==> src/rtl/fetch_queue.sv <==
// Instruction fetch queue: pairs each issued PC with the memory data returned one
// cycle later and buffers the pairs for decode, back-pressuring the PC register.
module fetch_queue #(
    parameter int DEPTH = 4
) (
    input  logic                     clk,
    input  logic                     reset,
    input  logic [31:0]              pc_f,
    input  logic [31:0]              instr_rdata,
    input  logic                     flush,
    input  logic                     deq,
    output logic                     stall_f,
    output logic                     valid_d,
    output logic [31:0]              pc_d,
    output logic [31:0]              instr_d,
    output logic                     misaligned_d,
    output logic [$clog2(DEPTH):0]   count
);

    localparam int AW = $clog2(DEPTH);
    localparam int CW = AW + 1;

    logic [AW-1:0] head_q, head_d;
    logic [AW-1:0] tail_q, tail_d;
    logic [CW-1:0] count_q, count_d;
    logic          req_pending_q, req_pending_d;
    logic [31:0]   req_pc_q, req_pc_d;
    logic          req_mis_q, req_mis_d;

    logic [31:0]   pc_mem    [DEPTH];
    logic [31:0]   instr_mem [DEPTH];
    logic          mis_mem   [DEPTH];

    logic [CW:0]   occupancy;
    logic          issue;
    logic          enq;
    logic          do_deq;

    // Reserve a slot for the in-flight fetch; a same-cycle deq earns no credit,
    // so an enqueue can never find the queue full.
    assign occupancy = {1'b0, count_q} + {{CW{1'b0}}, req_pending_q};
    assign stall_f   = (occupancy >= (CW+1)'(DEPTH));

    assign issue  = !stall_f && !flush;
    assign enq    = req_pending_q && !flush;
    assign do_deq = deq && (count_q != '0) && !flush;

    always_comb begin
        head_d        = head_q;
        tail_d        = tail_q;
        count_d       = count_q;
        req_pending_d = 1'b0;
        req_pc_d      = req_pc_q;
        req_mis_d     = req_mis_q;

        if (flush) begin
            head_d  = '0;
            tail_d  = '0;
            count_d = '0;
        end else begin
            if (enq) begin
                tail_d = tail_q + AW'(1);
            end
            if (do_deq) begin
                head_d = head_q + AW'(1);
            end
            if (enq && !do_deq) begin
                count_d = count_q + CW'(1);
            end else if (!enq && do_deq) begin
                count_d = count_q - CW'(1);
            end
        end

        if (issue) begin
            req_pending_d = 1'b1;
            req_pc_d      = pc_f;
            req_mis_d     = (pc_f[1:0] != 2'b00);
        end
    end

    always_ff @(posedge clk) begin
        if (reset) begin
            head_q        <= '0;
            tail_q        <= '0;
            count_q       <= '0;
            req_pending_q <= 1'b0;
            req_pc_q      <= '0;
            req_mis_q     <= 1'b0;
        end else begin
            head_q        <= head_d;
            tail_q        <= tail_d;
            count_q       <= count_d;
            req_pending_q <= req_pending_d;
            req_pc_q      <= req_pc_d;
            req_mis_q     <= req_mis_d;
        end
    end

    // Storage needs no reset: entries are only visible through count_q.
    always_ff @(posedge clk) begin
        if (!reset && enq) begin
            pc_mem[tail_q]    <= req_pc_q;
            instr_mem[tail_q] <= instr_rdata;
            mis_mem[tail_q]   <= req_mis_q;
        end
    end

    assign valid_d      = (count_q != '0);
    assign pc_d         = valid_d ? pc_mem[head_q]    : 32'h0;
    assign instr_d      = valid_d ? instr_mem[head_q] : 32'h0;
    assign misaligned_d = valid_d ? mis_mem[head_q]   : 1'b0;
    assign count        = count_q;

endmodule

==> config.mk <==
export PLATFORM = sky130hd
export DESIGN_NAME = fetch_queue
export DESIGN_NICKNAME = d
export VERILOG_FILES = /design/src/rtl/fetch_queue.sv
export SDC_FILE = /design/constraint.sdc
export NUM_CORES = 1
export LEC_CHECK = 0
export BUFFER_PORTS_ARGS = -buffer_cell sky130_fd_sc_hd__buf_2
export CAP_MARGIN = 15
export CORE_ASPECT_RATIO = 0.8
export CORE_MARGIN = 1
export CORE_UTILIZATION = 30
export CTS_BUF_LIST = sky130_fd_sc_hd__clkbuf_8
export CTS_CLUSTER_DIAMETER = 150
export DETAILED_ROUTE_END_ITERATION = 10
export GPL_TIMING_DRIVEN = 0
export PLACE_DENSITY = 0.46
export SLEW_MARGIN = 20
export SYNTH_ARGS = -nofsm -noshare
export SYNTH_HDL_FRONTEND = slang
export SYNTH_SLANG_ARGS = --single-unit
==> constraint.sdc <==
create_clock -name clk -period 6.95 [get_ports clk]
set_input_delay 0.3475 -clock clk [delete_from_list [all_inputs] [get_ports clk]]
set_output_delay 0.3475 -clock clk [all_outputs]
set_load 0.02 [all_outputs]
==> flow_metrics.tcl <==
set metrics [dict create \
    status "finished with violations" \
    violations "design-rule violations" \
    yosysWarnings 0 \
    synth_fp_nets 680 \
    io_buffers 136 \
    crit_chain "or3_1, buf_2, clkbuf_1, and2_1, buf_2" \
    syn_area_sq_um 11500 \
    finalSetupViolCount 0 \
    p_leak_nw 5.18 \
    cts_setup_buffers 0 \
    wl_per_cell_um 18.1 \
    globalRouteTotalUtil_pct 13.1 \
    layout_commonest_cell "edfxtp_1" \
    routabilityCongestion 0.658 \
    cts.clk_slew.worst_paths_ns 0.06 \
    power_density_nw_per_um2 254 \
    async_flop_share_pct 0 \
    clk_latency_ns 0.57 \
    skew_ns 0.0263 \
    synth_top_flop_cell "edfxtp_1" \
    syn_inst 606 \
    ys_types 28 \
    slowest_delay_ns 0.59 \
    dp_cells 1233 \
    synth_top_family_by_area "multiplexers" \
    stdcell_count 1386 \
    die_h_um 177 \
    coreArea_sq_um 37400 \
    synth-seq-cells 303 \
    routed_wl_um 25100 \
    min_path_type "input port to flop" \
    path_common_cell "buf_2" \
    root_buffer "clkbuf_8" \
    netlist.area_leader.share_pct 68.0 \
    grt_antenna_before_repair 1 \
    cts_sinks 303 \
    synth_simple_gate_area_share_pct 6.54 \
    fin_crit_ns 2.92 \
    drive_above_1_share_pct 34.3 \
    finalCritPeriodShare_pct 42.0 \
    critPathKind "flop to output pin" \
    cp_max_fo 10 \
    max-clock-path-buffers 3 \
    initial_core_util_pct 30.7 \
    critPathTopFamily "buffers and inverters" \
    synth-edff-count 260 \
    area_growth_pct 25.9 \
    drc_errors 9 \
    grt_start_max_net_pins 37 \
    regToRegSetupSlack_ns 4.56 \
    peakVddDrop_mv 0.105 \
    final_cell_mix "edfxtp_1 (260), buf_2 (147), mux4_2 (65), and2_1 (65), nand2_1 (64)" \
    die_area_sq_um 39100 \
    die_w_um 221 \
    rsz0062_at_grt "no" \
    num_rows 63 \
    synth_largest_area_cell "edfxtp_1" \
    cts_made_buffers 50 \
    synthMuxAreaShare_pct 12.9 \
    drt_iter0_drc 337 \
    maxSlewHeadroom_pct 53.6 \
    synthAdderAreaFrac_pct 0.719 \
    setup-tns-final_ns 0 \
    cts_tree "built" \
    max-cap-violations 0 \
    fmax_ghz 0.343 \
    layout_setup_ws_ns 4.03 \
    report.final.slew_viol_count 0 \
    critPathLaunchType "flop" \
    yosysSeqAreaShare_pct 75.5 \
    synthTopCellsByArea "edfxtp_1 (68%), mux4_2 (13%), dfxtp_1 (7.5%), and2_1 (3.5%), nand2_1 (2.1%)" \
    hold_viol_final 0 \
    crit_required_ns 6.60 \
    dp_hpwl_um 14900 \
    diodes 0 \
    synth_compound_area_share_pct 2.02 \
    vias 6097 \
    power_mw 3.68 \
    grt_first_pass_wirelength_um 38100 \
    synth_xor_xnor_area_share_pct 0.381 \
    worstPathArrival_ns 2.57 \
    antenna_left 0 \
    grt_pass1_vias 6418 \
    viasPerCell 4.40 \
    fin_nets 933 \
    crit_buf_inv 3 \
    overflow 0 \
    firstDrtPassIters 7 \
    place_ws_ns 4.57 \
    worst_slew_pin_slew_ns 0.696 \
    critPathSlowestCell "dfxtp_1" \
    cts_htree_levels 2 \
    io_pins 138 \
    synth_area_per_cell_sq_um 18.9 \
    worstSetupEndpointType "output pin" \
]
## final cells by class
| class | count | area (sq um) |
|---|---|---|
| sequential | 303 | 8670 |
| inverter | 3 | 11.3 |
| clock buffer | 59 | 812 |
| clock inverter | 33 | 150 |
| tap | 487 | 609 |
| timing repair buffer | 201 | 1390 |
| buffer | 33 | 209 |
| multi-input combinational | 267 | 2610 |
| fill | 3578 | 22900 |
## per-layer routing
layer | part of all wire, % | track usage [%] | up-vias
li1 | - | - | 2859
met1 | 47 | 17.9 | 3036
met2 | 46 | 20.6 | 153
met3 | 4.9 | 3.13 | 47
met4 | 1.8 | 4.20 | 2
met5 | 0.052 | 0 | -
## synth_stat cells (2+ instances only)
master and instances:
or3_1 2, inv_1 3, nand2_1 64, mux2i_1 2
nor3_1 2, clkbuf_1 12, or2_2 2, nor2_1 10
dfxtp_1 43, edfxtp_1 260, and3_1 4, a21oi_1 33
and2_1 65, buf_2 11, mux4_2 65, ha_1 5
xor2_1 4, buf_6 9
## flip-flops by register name (all words and copies together) (netlist names), named ones only
| signal | flops |
|---|---|
| head_q | 2 |
| mis_mem | 4 |
| tail_q | 2 |
| pc_mem | 128 |
| instr_mem | 128 |
| req_mis_q | 1 |
| count | 3 |
| req_pc_q | 32 |
| req_pending_q | 1 |
## worst paths after layout
check,start,end,cells past startpoint
min,pc_f[20],req_pc_q[20],3
max,count[0],pc_d[21],5
max reg2reg,count[0],count[2],8
min reg2reg,req_pc_q[5],req_pc_q[5],2
## per-stage QoR
stage               area [sq um]  util (%)  hold slack, ns
detailed placement         12900      34.5           0.489
finish                     14500      38.7          0.0530
floorplan                  11500         -           0.446
CTS                        14500      38.7         0.00300
global placement           12800      34.2           0.488
global route               14500      38.7          0.0181
## cell families after synthesis
family | count (synthesis)
xor gates and xnor gates | 5
and+or+nand+nor | 150
AOI/OAI and AO/OA | 39
muxes | 67
adders and majority gates | 6
DFF | 303
buffers and inverters | 36
## worst register-to-register path: cells and delay by family (launching register included)
kind,cells,cell delay [ns]
fa+ha+maj,2,0.56
buf+inv,1,0.06
xor+xnor,1,0.18
flops,1,0.44
compound gates,2,0.58
simple gates,2,0.50
## where the power goes
part,switching [mW],leakage (nW),internal (mW)
Sequential,0.0175,2.76,2.00
Combinational,0.109,1.87,0.0899
Clock,0.693,0.556,0.775
## repair_timing
item	CTS	global route
hold endpoints to repair	157	0
gates resized for setup	0	0
hold buffers	61	0
Note: power is estimated with default switching activity, not from simulation.
